**src/rtl/uart_rx_if.sv**
```systemverilog
// Receiver-side bundle: serial line and bit rate in, byte plus status out.
interface uart_rx_if #(
  parameter int DATA_BITS = 8
);
  logic                 rx;
  logic [31:0]          byte_rate;
  logic [DATA_BITS-1:0] rx_data;
  logic                 rx_done;
  logic                 rx_parity_err;
  logic                 rx_frame_err;
  logic                 rx_busy;

  modport master (
    output rx, byte_rate,
    input  rx_data, rx_done, rx_parity_err, rx_frame_err, rx_busy
  );

  modport slave (
    input  rx, byte_rate,
    output rx_data, rx_done, rx_parity_err, rx_frame_err, rx_busy
  );
endinterface

```
**src/rtl/uart_rx.sv**
```systemverilog
// 8E1 UART receiver; rx_done pulses SYNC_FF+1 cycles after the mid-stop-bit point.
// No backpressure: the core must take rx_data before the next rx_done.
module uart_rx #(
  parameter int DATA_BITS = 8,
  parameter int SYNC_FF   = 2
) (
  input  logic     clk,
  input  logic     rst,
  uart_rx_if.slave bus
);

  typedef enum logic [2:0] {IDLE, START, DATA, PARITY, STOP} state_t;

  state_t               state;
  logic [SYNC_FF-1:0]   sync_q;
  logic                 rx_s;
  logic                 rx_s_q;
  logic [31:0]          rate_q;
  logic [31:0]          timer;
  logic [3:0]           bit_cnt;
  logic [DATA_BITS-1:0] shift_reg;
  logic                 par_err;
  logic                 strobe;

  assign rx_s   = sync_q[SYNC_FF-1];
  assign strobe = (timer == rate_q - 32'd1);

  always_ff @(posedge clk) begin
    if (rst) begin
      state             <= IDLE;
      sync_q            <= '1;
      rx_s_q            <= 1'b1;
      rate_q            <= '0;
      timer             <= '0;
      bit_cnt           <= '0;
      shift_reg         <= '0;
      par_err           <= 1'b0;
      bus.rx_data       <= '0;
      bus.rx_done       <= 1'b0;
      bus.rx_parity_err <= 1'b0;
      bus.rx_frame_err  <= 1'b0;
      bus.rx_busy       <= 1'b0;
    end else begin
      sync_q      <= {sync_q[SYNC_FF-2:0], bus.rx};
      rx_s_q      <= rx_s;
      bus.rx_done <= 1'b0;

      if (state != IDLE)
        timer <= strobe ? 32'd0 : timer + 32'd1;

      case (state)
        IDLE: begin
          // Edge-triggered so a line stuck low after a break cannot re-arm.
          if (rx_s_q && !rx_s) begin
            rate_q      <= bus.byte_rate;
            timer       <= bus.byte_rate - (bus.byte_rate >> 1);
            bus.rx_busy <= 1'b1;
            state       <= START;
          end
        end
        START: begin
          if (strobe) begin
            if (!rx_s) begin
              bit_cnt <= '0;
              state   <= DATA;
            end else begin
              bus.rx_busy <= 1'b0;
              state       <= IDLE;
            end
          end
        end
        DATA: begin
          if (strobe) begin
            shift_reg <= {rx_s, shift_reg[DATA_BITS-1:1]};
            if (bit_cnt == 4'(DATA_BITS - 1))
              state <= PARITY;
            else
              bit_cnt <= bit_cnt + 4'd1;
          end
        end
        PARITY: begin
          if (strobe) begin
            par_err <= rx_s ^ (^shift_reg);
            state   <= STOP;
          end
        end
        STOP: begin
          // Leave at mid-stop-bit so a start edge right behind it is caught.
          if (strobe) begin
            bus.rx_data       <= shift_reg;
            bus.rx_parity_err <= par_err;
            bus.rx_frame_err  <= ~rx_s;
            bus.rx_done       <= 1'b1;
            bus.rx_busy       <= 1'b0;
            state             <= IDLE;
          end
        end
        default: state <= IDLE;
      endcase
    end
  end

endmodule

```
**src/flat_wrapper.sv**
```systemverilog
// flat-port wrapper written by rule: the top's interface ports become plain ports
module uart_rx_flat 
#(
  parameter int DATA_BITS = 8,
  parameter int SYNC_FF   = 2
)
  (clk, rst, bus_rx, bus_byte_rate, bus_rx_data, bus_rx_done, bus_rx_parity_err, bus_rx_frame_err, bus_rx_busy);
  uart_rx_if #(.DATA_BITS(DATA_BITS)) bus_i ();
  input  logic clk;
  input  logic rst;
  input wire logic [$bits(bus_i.rx)-1:0] bus_rx;
  input wire logic [$bits(bus_i.byte_rate)-1:0] bus_byte_rate;
  output wire logic [$bits(bus_i.rx_data)-1:0] bus_rx_data;
  output wire logic [$bits(bus_i.rx_done)-1:0] bus_rx_done;
  output wire logic [$bits(bus_i.rx_parity_err)-1:0] bus_rx_parity_err;
  output wire logic [$bits(bus_i.rx_frame_err)-1:0] bus_rx_frame_err;
  output wire logic [$bits(bus_i.rx_busy)-1:0] bus_rx_busy;
  assign bus_i.rx = bus_rx;
  assign bus_i.byte_rate = bus_byte_rate;
  assign bus_rx_data = bus_i.rx_data;
  assign bus_rx_done = bus_i.rx_done;
  assign bus_rx_parity_err = bus_i.rx_parity_err;
  assign bus_rx_frame_err = bus_i.rx_frame_err;
  assign bus_rx_busy = bus_i.rx_busy;
  uart_rx #(.DATA_BITS(DATA_BITS), .SYNC_FF(SYNC_FF)) u_core (.clk(clk), .rst(rst), .bus(bus_i));
endmodule
```
**config.mk**
```make
export PLATFORM = sky130hd
export DESIGN_NAME = uart_rx_flat
export DESIGN_NICKNAME = d
export VERILOG_FILES = /design/src/rtl/uart_rx_if.sv /design/src/rtl/uart_rx.sv /design/src/flat_wrapper.sv
export SDC_FILE = /design/constraint.sdc
export NUM_CORES = 1
export LEC_CHECK = 0
export CAP_MARGIN = 15
export CELL_PAD_IN_SITES_DETAIL_PLACEMENT = 1
export CELL_PAD_IN_SITES_GLOBAL_PLACEMENT = 1
export CORE_MARGIN = 2
export CORE_UTILIZATION = 31
export DETAILED_ROUTE_END_ITERATION = 7
export PLACE_DENSITY_LB_ADDON = 0.2
export SETUP_SLACK_MARGIN = 0.05
export SYNTH_ARGS = -nofsm -noshare
export SYNTH_HDL_FRONTEND = slang
export SYNTH_SLANG_ARGS = --single-unit
```
**constraint.sdc**
```tcl
create_clock -name clk -period 4.3 [get_ports clk]
set_clock_uncertainty 0.1 [all_clocks]
set_input_delay 0.86 -clock clk [delete_from_list [all_inputs] [get_ports clk]]
set_output_delay 0.86 -clock clk [all_outputs]
set_load 0.05 [all_outputs]
```
==> impl_metrics.env, run 1 <==
export IMPL_finalSetupViolCount=0
export IMPL_post_cts_resized=0
export IMPL_dp_hpwl_um=14910
export IMPL_maxCapViolCount=0
export IMPL_critPathKind="input pin to register"
export IMPL_rsz0062_at_grt="no"
export IMPL_postRouteAntennaNets=0
export IMPL_cp_end_kind="register"
export IMPL_cts_max_path_buffers=2
export IMPL_synthTopCellsByArea="dfxtp_1 28%, xnor2_1 7.3%, nand2_1 6.3%"
export IMPL_clkLatencyLatePin_ns=0.36
export IMPL_synth_compound_area_share_pct=19.48
export IMPL_wl_met1_um=9905
export IMPL_ir_worst_vdd_mv=0.1557
export IMPL_synthesis_nets=934
export IMPL_syn_area_sq_um=6868
export IMPL_crit_fanout=3
export IMPL_routabilityCongestion=0.7775
export IMPL_fin_crit_ns=3.969
export IMPL_synth_top_cell_area_share_pct=27.69
export IMPL_grt_overflow=0
export IMPL_p_switching_uw=813.6
export IMPL_rows=54
export IMPL_portBuffers=46
export IMPL_period_share_pct=92.29
export IMPL_rrSetupSlack_ns=0.48
export IMPL_cts_sinks=95
export IMPL_start_util_pct=31.57
export IMPL_whs_ns=0.3299
export IMPL_clk_pin_slew_ns=0.08
export IMPL_ys_seq_area_share_pct=27.69
export IMPL_drv_slew=0
export IMPL_io_pins=47
export IMPL_grt_max_degree=64
export IMPL_critPathLaunchType="input pin"
export IMPL_via_count=6247
export IMPL_avgSynthCellArea_sq_um=7.949
export IMPL_die_x_um=152.8
export IMPL_reg_top3="u_core.rate_q x32, u_core.timer x32"
export IMPL_met3RoutedLength_um=293
export IMPL_final_nets=977
export IMPL_power_density_nw_per_um2=301.4
export IMPL_drive_gt1_share_pct=7.237
export IMPL_slew_headroom_pct=29.38
export IMPL_drt_iter0_drc=178
export IMPL_synth_ff_type="dfxtp_1"
export IMPL_htreeDepth=3
export IMPL_synth_edf_count=0
export IMPL_grt_usage_pct=17.07
export IMPL_diodes=0
export IMPL_syn_to_final_growth_pct=16.18
export IMPL_finalHoldViolCount=0
export IMPL_yosys_area_share_adder_pct=6.486
export IMPL_highest_layer="met4"
export IMPL_grt_pass1_wl_um=32860
export IMPL_grt_pass1_vias=6270
export IMPL_cts_hold_buffers=0
export IMPL_antenna_found_initial=0
export IMPL_drc=0
export IMPL_synth_top_cell_by_area="dfxtp_1"
export IMPL_crit_arrival_ns=4.08
export IMPL_ys_ff_latch=95
export IMPL_yosys_area_share_simple_pct=25.89
export IMPL_die_h_um=152.8
export IMPL_synth_most_common_cell="nand2_1"
export IMPL_ys_types=75
export IMPL_outcome="complete, no violations"
export IMPL_viasPerCell=5.241
export IMPL_cts_buffers=9
export IMPL_layoutNonFillerInstCount=1192
export IMPL_tightest_slew_ns=1.057
export IMPL_synth_common_cells="116 x nand2_1, 95 x dfxtp_1, 72 x a21oi_1"
export IMPL_comb_power_share_pct=26.0
export IMPL_dieArea_sq_um=23360
export IMPL_p_clk_share_pct=34.4
export IMPL_cp_required_ns=4.41
export IMPL_fmax_ghz=0.2520
export IMPL_ys_warn_count=0
export IMPL_seqPwrFrac_pct=39.6
export IMPL_routed_wl_met2_um=9164
export IMPL_first_pass_iters=4
export IMPL_p_sw_share_pct=33.84
export IMPL_synth_top_family_by_area="simple AND/OR/NAND/NOR gates"
export IMPL_coreArea_sq_um=21760
export IMPL_post_drt_wl_per_cell_um=16.41
export IMPL_hp_class="register to register"
export IMPL_p_int_uw=1591
export IMPL_cts_tree="done"
export IMPL_muxShareOfSynthArea_pct=3.425
export IMPL_cts_setup_buffers=0
export IMPL_clockRootBuffer="clkbuf_16"
export IMPL_leakage_uw=0.002998
export IMPL_synth_xor_area_share_pct=12.12
export IMPL_routed_wl_um=19560
export IMPL_async_flop_share_pct=0
export IMPL_syn_inst=864
export IMPL_dp_cells=1176
-- stage by stage --
stage	utilization (%)	setup TNS, ns	worst slack [ns]	power [uW]	cell area [sq um]
2_1_floorplan	-	0	1.035	1406	6868
3_3_place_gp	35.29	0	0.08066	1595	7679
3_5_place_dp	35.29	-0.1364	-0.08633	1600	7679
4_1_cts	36.67	0	0.2942	2442	7979
5_1_grt	36.67	0	0.07292	2537	7979
6_report	36.67	0	0.3315	2404	7979
-- power by group through the flow --
stage	combinational (uW)	clock, uW	sequential [uW]
2_1_floorplan	452	0	954
3_3_place_gp	623	0	972
3_5_place_dp	627	0	973
4_1_cts	631	859	952
5_1_grt	696	882	959
6_report	625	827	952
-- cell type report --
type,instances,area [sq um]
Inverter,44,165.2
Clock inverter,7,75.07
Timing Repair Buffer,67,625.6
Fill cell,2665,13780
Sequential cell,95,1902
Multi-Input combinational cell,690,4636
Tap cell,280,350.3
Clock buffer,9,225.2
-- layer usage --
layer / vias to the layer above / track usage [%]
li1: 3177 / -
met1: 3014 / 22.83
met2: 45 / 29.13
met3: 11 / 2.552
met4: 0 / 3.792
met5: - / 0
-- worst paths after layout --
check	from	to	depth (start not counted)
min	u_core.sync_q[0]$_SDFF_PP1_	u_core.sync_q[1]$_SDFF_PP1_	1
max	bus_byte_rate[0]	u_core.timer[28]$_SDFF_PP0_	14
min reg2reg	u_core.sync_q[0]$_SDFF_PP1_	u_core.sync_q[1]$_SDFF_PP1_	1
max reg2reg	u_core.rate_q[0]$_SDFFE_PP0P_	u_core.bus.rx_data[6]$_SDFFE_PP0P_	11
-- critical path, cell delays in order --
cell	delay [ns]
clkdlybuf4s50_1	0.49
inv_1	0.05
ha_1	0.22
fa_1	0.42
nor2b_1	0.21
o31ai_1	0.14
a21oi_1	0.27
a31o_2	0.23
o21ai_0	0.09
buf_4	0.15
o21ai_0	0.48
a221o_1	0.26
xnor2_1	0.11
o22ai_1	0.09
-- cells by family after synthesis --
family	Yosys count
simple gates	339
compound gates	198
fa+ha+maj	35
xor+xnor	95
buf+inv	79
flops	95
mux	23
-- layout by cell type, fill, tap and decap left out, types with 9 or more instances in the layout --
cell	n
nand4_1	17
xor2_1	38
o22ai_1	19
nor3_1	21
xnor2_1	57
clkdlybuf4s50_1	45
nand2_1	116
mux2i_1	22
dfxtp_1	95
nor2_1	61
and4_1	9
nand2b_1	11
inv_1	44
ha_1	34
a21oi_1	72
nand3_1	24
and3_1	10
o21ai_0	24
buf_4	20
clkbuf_16	9
Power figures use the tool's default switching activity.
==> inputs of run 2 (changes only) <==
ABC_AREA = 1   (was unset)
==> run 2 against run 1 <==
Net effect:
- fmax rose by 12%
- final cell count rose by 38%
- area after synthesis rose by 15%
- clock power rose by 7.0%
==> impl_metrics.env, run 2 <==
export IMPL_drive_gt1_share_pct=5.914
export IMPL_grtUsageMet1_pct=28.98
export IMPL_outcome="complete, no violations"
export IMPL_ir_worst_vdd_mv=0.1860
export IMPL_maxCapViolCount=0
export IMPL_clkLatencyLatePin_ns=0.36
export IMPL_seqPwrFrac_pct=28.6
export IMPL_synth_ff_type="dfxtp_1"
export IMPL_routed_wl_um=27980
export IMPL_ys_warn_count=0
export IMPL_cts_buffers=9
export IMPL_synth_top_cell_by_area="dfxtp_1"
export IMPL_die_x_um=163.8
export IMPL_final_cell_mix="227 x nand2_1, 201 x inv_1, 135 x a21oi_1"
export IMPL_postRouteAntennaNets=0
export IMPL_cp_required_ns=4.50
export IMPL_synth_common_cells="227 x nand2_1, 201 x inv_1, 135 x a21oi_1"
export IMPL_path_delay_family="compound AO/OA/AOI/OAI gates"
export IMPL_dieArea_sq_um=26820
export IMPL_cts_max_path_buffers=2
export IMPL_post_drt_wl_per_cell_um=16.97
export IMPL_synth_top_family_by_area="simple AND/OR/NAND/NOR gates"
export IMPL_post_cts_resized=0
export IMPL_period_share_pct=82.05
export IMPL_syn_area_sq_um=7913
export IMPL_synth_edf_count=0
export IMPL_ys_ff_latch=95
export IMPL_cp_num_buf_inv=3
export IMPL_synth_top_cell_area_share_pct=24.04
export IMPL_synthesis_nets=1347
export IMPL_cp_end_kind="register"
export IMPL_portBuffers=46
export IMPL_grt_max_degree=76
export IMPL_cts_hold_buffers=0
export IMPL_cts_tree="done"
export IMPL_async_flop_share_pct=0
export IMPL_fin_crit_ns=3.528
export IMPL_yosys_area_share_simple_pct=32.05
export IMPL_grt_pass1_wl_um=45270
export IMPL_ys_seq_area_share_pct=24.04
export IMPL_final_nets=1384
export IMPL_grt_pass1_vias=8578
export IMPL_finalCoreUtilization_pct=35.95
export IMPL_coreArea_sq_um=25110
export IMPL_synth_xor_area_share_pct=7.084
export IMPL_final_common_cell="nand2_1"
export IMPL_tns_ns=0
export IMPL_slew_headroom_pct=40.79
export IMPL_dp_hpwl_um=22840
export IMPL_critPathLaunchType="input pin"
export IMPL_via_count=8366
export IMPL_reg_top3="u_core.rate_q x32, u_core.timer x32"
export IMPL_dpl_cell_area_sq_um=8712
export IMPL_avgSynthCellArea_sq_um=6.196
export IMPL_rsz0062_at_grt="no"
export IMPL_p_sw_share_pct=46.79
export IMPL_regToRegEndpoint="u_core.timer[8]$_SDFF_PP0_"
export IMPL_leakage_uw=0.004102
export IMPL_crit_fanout=5
export IMPL_max_stage_delay_ns=0.58
export IMPL_r2r_start="u_core.rate_q[0]$_SDFFE_PP0P_"
export IMPL_ff2ff_path_depth=19
export IMPL_worst_path_stages=13
export IMPL_drt_iter0_drc=345
export IMPL_drc=0
export IMPL_fillers=3367
export IMPL_grt_busiest_layer="met2"
export IMPL_tightest_slew_ns=0.8872
export IMPL_clk_pin_slew_ns=0.08
export IMPL_first_pass_iters=5
export IMPL_drv_slew=0
export IMPL_layoutNonFillerInstCount=1649
export IMPL_synth_most_common_cell="nand2_1"
export IMPL_yosys_area_share_adder_pct=5.629
export IMPL_hp_class="register to register"
export IMPL_p_int_uw=2002
export IMPL_finalHoldViolCount=0
export IMPL_crit_arrival_ns=3.73
export IMPL_slowest_stage="o21ai_0"
export IMPL_grt_usage_pct=21.61
export IMPL_clockRootBuffer="clkbuf_16"
export IMPL_final_cell_area_sq_um=9026
export IMPL_grt_overflow=0
export IMPL_muxShareOfSynthArea_pct=0
export IMPL_whs_ns=0.3146
export IMPL_synthTopCellsByArea="dfxtp_1 24%, nand2_1 11%, inv_1 9.5%"
export IMPL_cts_setup_buffers=0
export IMPL_ys_types=45
export IMPL_start_util_pct=31.51
export IMPL_rrSetupSlack_ns=0.90
export IMPL_finalSetupViolCount=0
export IMPL_routabilityCongestion=0.8982
export IMPL_cts_sinks=95
export IMPL_p_switching_uw=1761
export IMPL_comb_power_share_pct=47.9
export IMPL_met2_usage_pct=36.67
export IMPL_synth_compound_area_share_pct=19.92
export IMPL_syn_inst=1277
export IMPL_critPathKind="input pin to register"
export IMPL_htreeDepth=3
export IMPL_fmax_ghz=0.2834
export IMPL_dp_cells=1633
export IMPL_io_pins=47
export IMPL_die_h_um=163.8
export IMPL_rows=58
export IMPL_p_clk_share_pct=23.5
export IMPL_endpoint="u_core.timer[30]$_SDFF_PP0_"
export IMPL_power_density_nw_per_um2=416.8
export IMPL_viasPerCell=5.073
export IMPL_use_met3_pct=2.146
export IMPL_diodes=0
export IMPL_crit_chain="clkdlybuf4s50_1 > inv_1 > ha_1 > fa_1 > o21ai_0 > a21oi_1 > inv_1 > nand3_1 > nand3_1 > a31oi_1 > xor2_1 > nand2_1 > a21oi_1"
export IMPL_setup_worst_path_start="bus_byte_rate[0]"
export IMPL_syn_to_final_growth_pct=14.07
export IMPL_antenna_found_initial=0
==> run 2: changes by cell type in the layout (fill, tap and decap cells not counted), sizes merged, moves of 56 or more <==
cell   change
o21ai     +95
nor2      +89
inv      +162
nand2    +121
nand3     +56
a21oi     +64
==> run 2: area by class of cell <==
| cell class | instances | area [sq um] | area share, % |
|---|---|---|---|
| flip-flops and latches | 95 | 1902 | 21.07 |
| inverters | 206 | 773.2 | 8.567 |
| well taps | 330 | 412.9 | 4.574 |
| multi-input cells | 951 | 5126 | 56.79 |
| clock inverters | 7 | 88.84 | 0.9842 |
| clock buffers | 9 | 225.2 | 2.495 |
| repair buffers | 51 | 498.0 | 5.517 |
==> run 2: layer usage <==
metal	part of all wire [%]	up-vias
li1	-	4278
met1	49	3943
met2	46	112
met3	2.7	33
met4	2.2	0
met5	0	-
==> run 2: worst min-delay path by stage <==
stage                                      from                          end  slack [ns]  cells past startpoint
floorplan           u_core.sync_q[0]$_SDFF_PP1_  u_core.sync_q[1]$_SDFF_PP1_        0.29                      1
global placement    u_core.sync_q[0]$_SDFF_PP1_  u_core.sync_q[1]$_SDFF_PP1_        0.30                      1
detailed placement  u_core.sync_q[0]$_SDFF_PP1_  u_core.sync_q[1]$_SDFF_PP1_        0.30                      1
CTS                 u_core.sync_q[0]$_SDFF_PP1_  u_core.sync_q[1]$_SDFF_PP1_        0.32                      1
global route        u_core.sync_q[0]$_SDFF_PP1_  u_core.sync_q[1]$_SDFF_PP1_        0.33                      1
finish              u_core.sync_q[0]$_SDFF_PP1_  u_core.sync_q[1]$_SDFF_PP1_        0.31                      1
==> run 2: power groups by stage <==
| stage | Sequential (uW) | Clock, uW | Combinational (uW) |
|---|---|---|---|
| 6_report | 1070 | 885 | 1800 |
| 5_1_grt | 1090 | 940 | 2060 |
| 4_1_cts | 1070 | 909 | 1820 |
| 3_5_place_dp | 1090 | 0 | 1810 |
| 3_3_place_gp | 1090 | 0 | 1780 |
| 2_1_floorplan | 1050 | 0 | 1300 |
==> run 2: cells by family after synthesis <==
kind of cell	after synthesis
buf+inv	231
compound gates	295
simple gates	557
fa+ha+maj	35
flops	95
xor+xnor	64
==> run 2: metrics by stage <==
| step | total power, uW | worst slack [ns] |
|---|---|---|
| after floorplan | 2347 | 1.446 |
| after global placement | 2871 | 0.4483 |
| after detailed placement | 2903 | 0.3717 |
| after CTS | 3800 | 0.7404 |
| after global routing | 4085 | 0.5585 |
| final | 3762 | 0.7719 |
==> inputs of run 3 (changes only) <==
clock period = 2.95 ns   (was 4.3 ns; I/O delays follow)
==> run 3 against run 2 <==
Net effect:
- die area did not move
- combinational power rose by 76%
- setup slack lost 0.60 ns
- count of clock-buffer cells in the layout increased by 1
- total power up 57%
- sequential share of layout area down 2.8 points
- worst hold slack better by 0.0044 ns
- utilization is 5.6 points higher
- final cell count up 10%
- register-to-register slack worse by 0.65 ns
- final area rose by 16%
- sequential cell count unchanged
- highest routed layer unchanged
==> impl_metrics.env, run 3 (synthesis results as in run 2) <==
export IMPL_portBuffers=46
export IMPL_htreeDepth=3
export IMPL_p_sw_share_pct=45.26
export IMPL_outcome="complete, no violations"
export IMPL_grt_pass1_wl_um=46540
export IMPL_finalHoldViolCount=0
export IMPL_crit_arrival_ns=2.97
export IMPL_rsz0062_at_grt="yes"
export IMPL_clk_pin_slew_ns=0.07
export IMPL_drc=0
export IMPL_fmax_ghz=0.3602
export IMPL_rows=58
export IMPL_cp_required_ns=3.15
export IMPL_p_clk_share_pct=20.1
export IMPL_final_cell_mix="226 x nand2_1, 200 x inv_1, 169 x buf_4"
export IMPL_slew_headroom_pct=56.41
export IMPL_pre_cts_slack_ns=-0.3340
export IMPL_dieArea_sq_um=26820
export IMPL_endpoint="u_core.timer[30]$_SDFF_PP0_"
export IMPL_ff2ff_path_depth=14
export IMPL_cts_tree="done"
export IMPL_via_count=8807
export IMPL_regToRegEndpoint="u_core.timer[19]$_SDFF_PP0_"
export IMPL_post_drt_wl_per_cell_um=15.94
export IMPL_leakage_uw=0.004952
export IMPL_path_delay_family="simple AND/OR/NAND/NOR gates"
export IMPL_die_x_um=163.8
export IMPL_syn_to_final_growth_pct=31.78
export IMPL_cts_sinks=95
export IMPL_slowest_stage="clkdlybuf4s50_1"
export IMPL_ir_worst_vdd_mv=0.3132
export IMPL_drv_slew=0
export IMPL_grt_pass1_vias=9063
export IMPL_viasPerCell=4.852
export IMPL_timing_final_ws_setup_ns=0.1739
export IMPL_dp_hpwl_um=24450
export IMPL_final_nets=1550
export IMPL_drive_gt1_share_pct=18.52
export IMPL_reg_top3="u_core.rate_q x32, u_core.timer x32"
export IMPL_hp_class="register to register"
export IMPL_finalCoreUtilization_pct=41.53
export IMPL_io_pins=47
export IMPL_p_int_uw=3225
export IMPL_max_stage_delay_ns=0.49
export IMPL_fin_crit_ns=2.776
export IMPL_cts_max_path_buffers=2
export IMPL_crit_fanout=4
export IMPL_rrSetupSlack_ns=0.25
export IMPL_fillers=3397
export IMPL_start_util_pct=31.51
export IMPL_cp_num_buf_inv=4
export IMPL_die_h_um=163.8
export IMPL_whs_ns=0.3190
export IMPL_coreArea_sq_um=25110
export IMPL_routed_wl_um=28930
export IMPL_finalSetupViolCount=0
export IMPL_critPathKind="input pin to register"
export IMPL_setup_worst_path_start="bus_byte_rate[14]"
export IMPL_comb_power_share_pct=53.6
export IMPL_p_switching_uw=2666
export IMPL_postRouteAntennaNets=0
export IMPL_grt_max_degree=76
export IMPL_crit_chain="clkdlybuf4s50_1 > inv_1 > ha_1 > nand2_1 > nor2_1 > inv_1 > nor3_1 > buf_4 > nand3_1 > nand3_1 > a31oi_1 > xor2_1 > nand2_1 > a21oi_1"
export IMPL_power_density_nw_per_um2=565.0
export IMPL_seqPwrFrac_pct=26.3
export IMPL_cp_end_kind="register"
export IMPL_drt_iter0_drc=408
export IMPL_clkLatencyLatePin_ns=0.36
export IMPL_cts_buffers=9
export IMPL_worst_path_stages=14
export IMPL_grt_usage_pct=22.06
export IMPL_antenna_found_initial=0
export IMPL_clockRootBuffer="clkbuf_16"
export IMPL_r2r_start="u_core.rate_q[4]$_SDFFE_PP0P_"
export IMPL_tightest_slew_ns=0.6489
export IMPL_routabilityCongestion=0.8845
export IMPL_first_pass_iters=5
export IMPL_final_common_cell="nand2_1"
export IMPL_grt_overflow=0
export IMPL_diodes=0
export IMPL_maxCapViolCount=0
export IMPL_period_share_pct=94.11
export IMPL_critPathLaunchType="input pin"
-- run 3: cell count changes in the layout (fill, tap and decap cells not counted), moves of 4 or more --
cell and delta:
buf_4 +164, nand3_1 -7, nand3_2 +7, a21oi_1 -6, a21oi_2 +6, nor2_1 -6
o21ai_0 -6, nor2_4 +4, o21ai_1 +4
-- run 3: power groups by stage --
stage                     combinational, uW  sequential, uW  clock, uW
after global routing                   3530            1570       1260
after global placement                 3010            1570          0
after detailed placement               3060            1570          0
after CTS                              3090            1540       1220
after floorplan                        1890            1530          0
final                                  3160            1550       1180
-- run 3: stage by stage --
| stage | total power, uW | cell area (sq um) | TNS [ns] | cells |
|---|---|---|---|---|
| 3_5_place_dp | 4634 | 9968 | -3.760 | 1797 |
| 6_report | 5892 | 10430 | 0 | 1815 |
| 4_1_cts | 5847 | 10260 | 0 | 1813 |
| 2_1_floorplan | 3420 | 7913 | 0 | 1277 |
| 3_3_place_gp | 4573 | 9968 | -2.638 | 1797 |
| 5_1_grt | 6360 | 10430 | 0 | 1815 |
-- run 3: worst min path at each step --
stage | start | to | slack (ns) | depth (start not counted)
floorplan | u_core.sync_q[0]$_SDFF_PP1_ | u_core.sync_q[1]$_SDFF_PP1_ | 0.29 | 1
global placement | u_core.sync_q[0]$_SDFF_PP1_ | u_core.sync_q[1]$_SDFF_PP1_ | 0.30 | 1
detailed placement | u_core.sync_q[0]$_SDFF_PP1_ | u_core.sync_q[1]$_SDFF_PP1_ | 0.30 | 1
CTS | u_core.sync_q[0]$_SDFF_PP1_ | u_core.sync_q[1]$_SDFF_PP1_ | 0.32 | 1
global route | u_core.sync_q[0]$_SDFF_PP1_ | u_core.sync_q[1]$_SDFF_PP1_ | 0.35 | 1
finish | u_core.sync_q[0]$_SDFF_PP1_ | u_core.sync_q[1]$_SDFF_PP1_ | 0.32 | 1
-- run 3: timing repair --
item | in CTS | in global routing
pin swaps | 1 | 6
buffers inserted | 0 | 2
endpoints found under the setup margin | 15 | 56
endpoints found under the hold margin | 0 | 0
gates resized for setup | 2 | 41
hold buffers | 0 | 0
-- run 3: final cells by class --
cell class	instances	area, sq um	share of cell area (%)
sequential	95	1904	18.26
clock inverter	6	50.05	0.4800
inverter	206	773.2	7.415
clock buffer	10	239.0	2.292
tap	330	412.9	3.960
multi-input combinational	951	5279	50.62
timing repair buffer	217	1769	16.97
-- run 3: worst reg2reg max path, cell delays in order (launching register included) --
cell      delay (ns)
dfxtp_1         0.41
nor2_4          0.17
nand3_2         0.14
inv_1           0.14
nand2_1         0.16
xor2_2          0.22
nand3b_1        0.16
nor2_1          0.24
nand3_2         0.12
nor2_4          0.22
nand2_4         0.10
nand2_4         0.07
buf_4           0.20
a21oi_1         0.06
o21a_1          0.10
-- run 3: metal layers --
layer,global-route usage (%),wire (um),share of wire (%)
met1,29.10,13910,48
met4,5.781,454,1.6
met5,0,0,0
met2,38.64,14080,49
met3,1.869,490,1.7
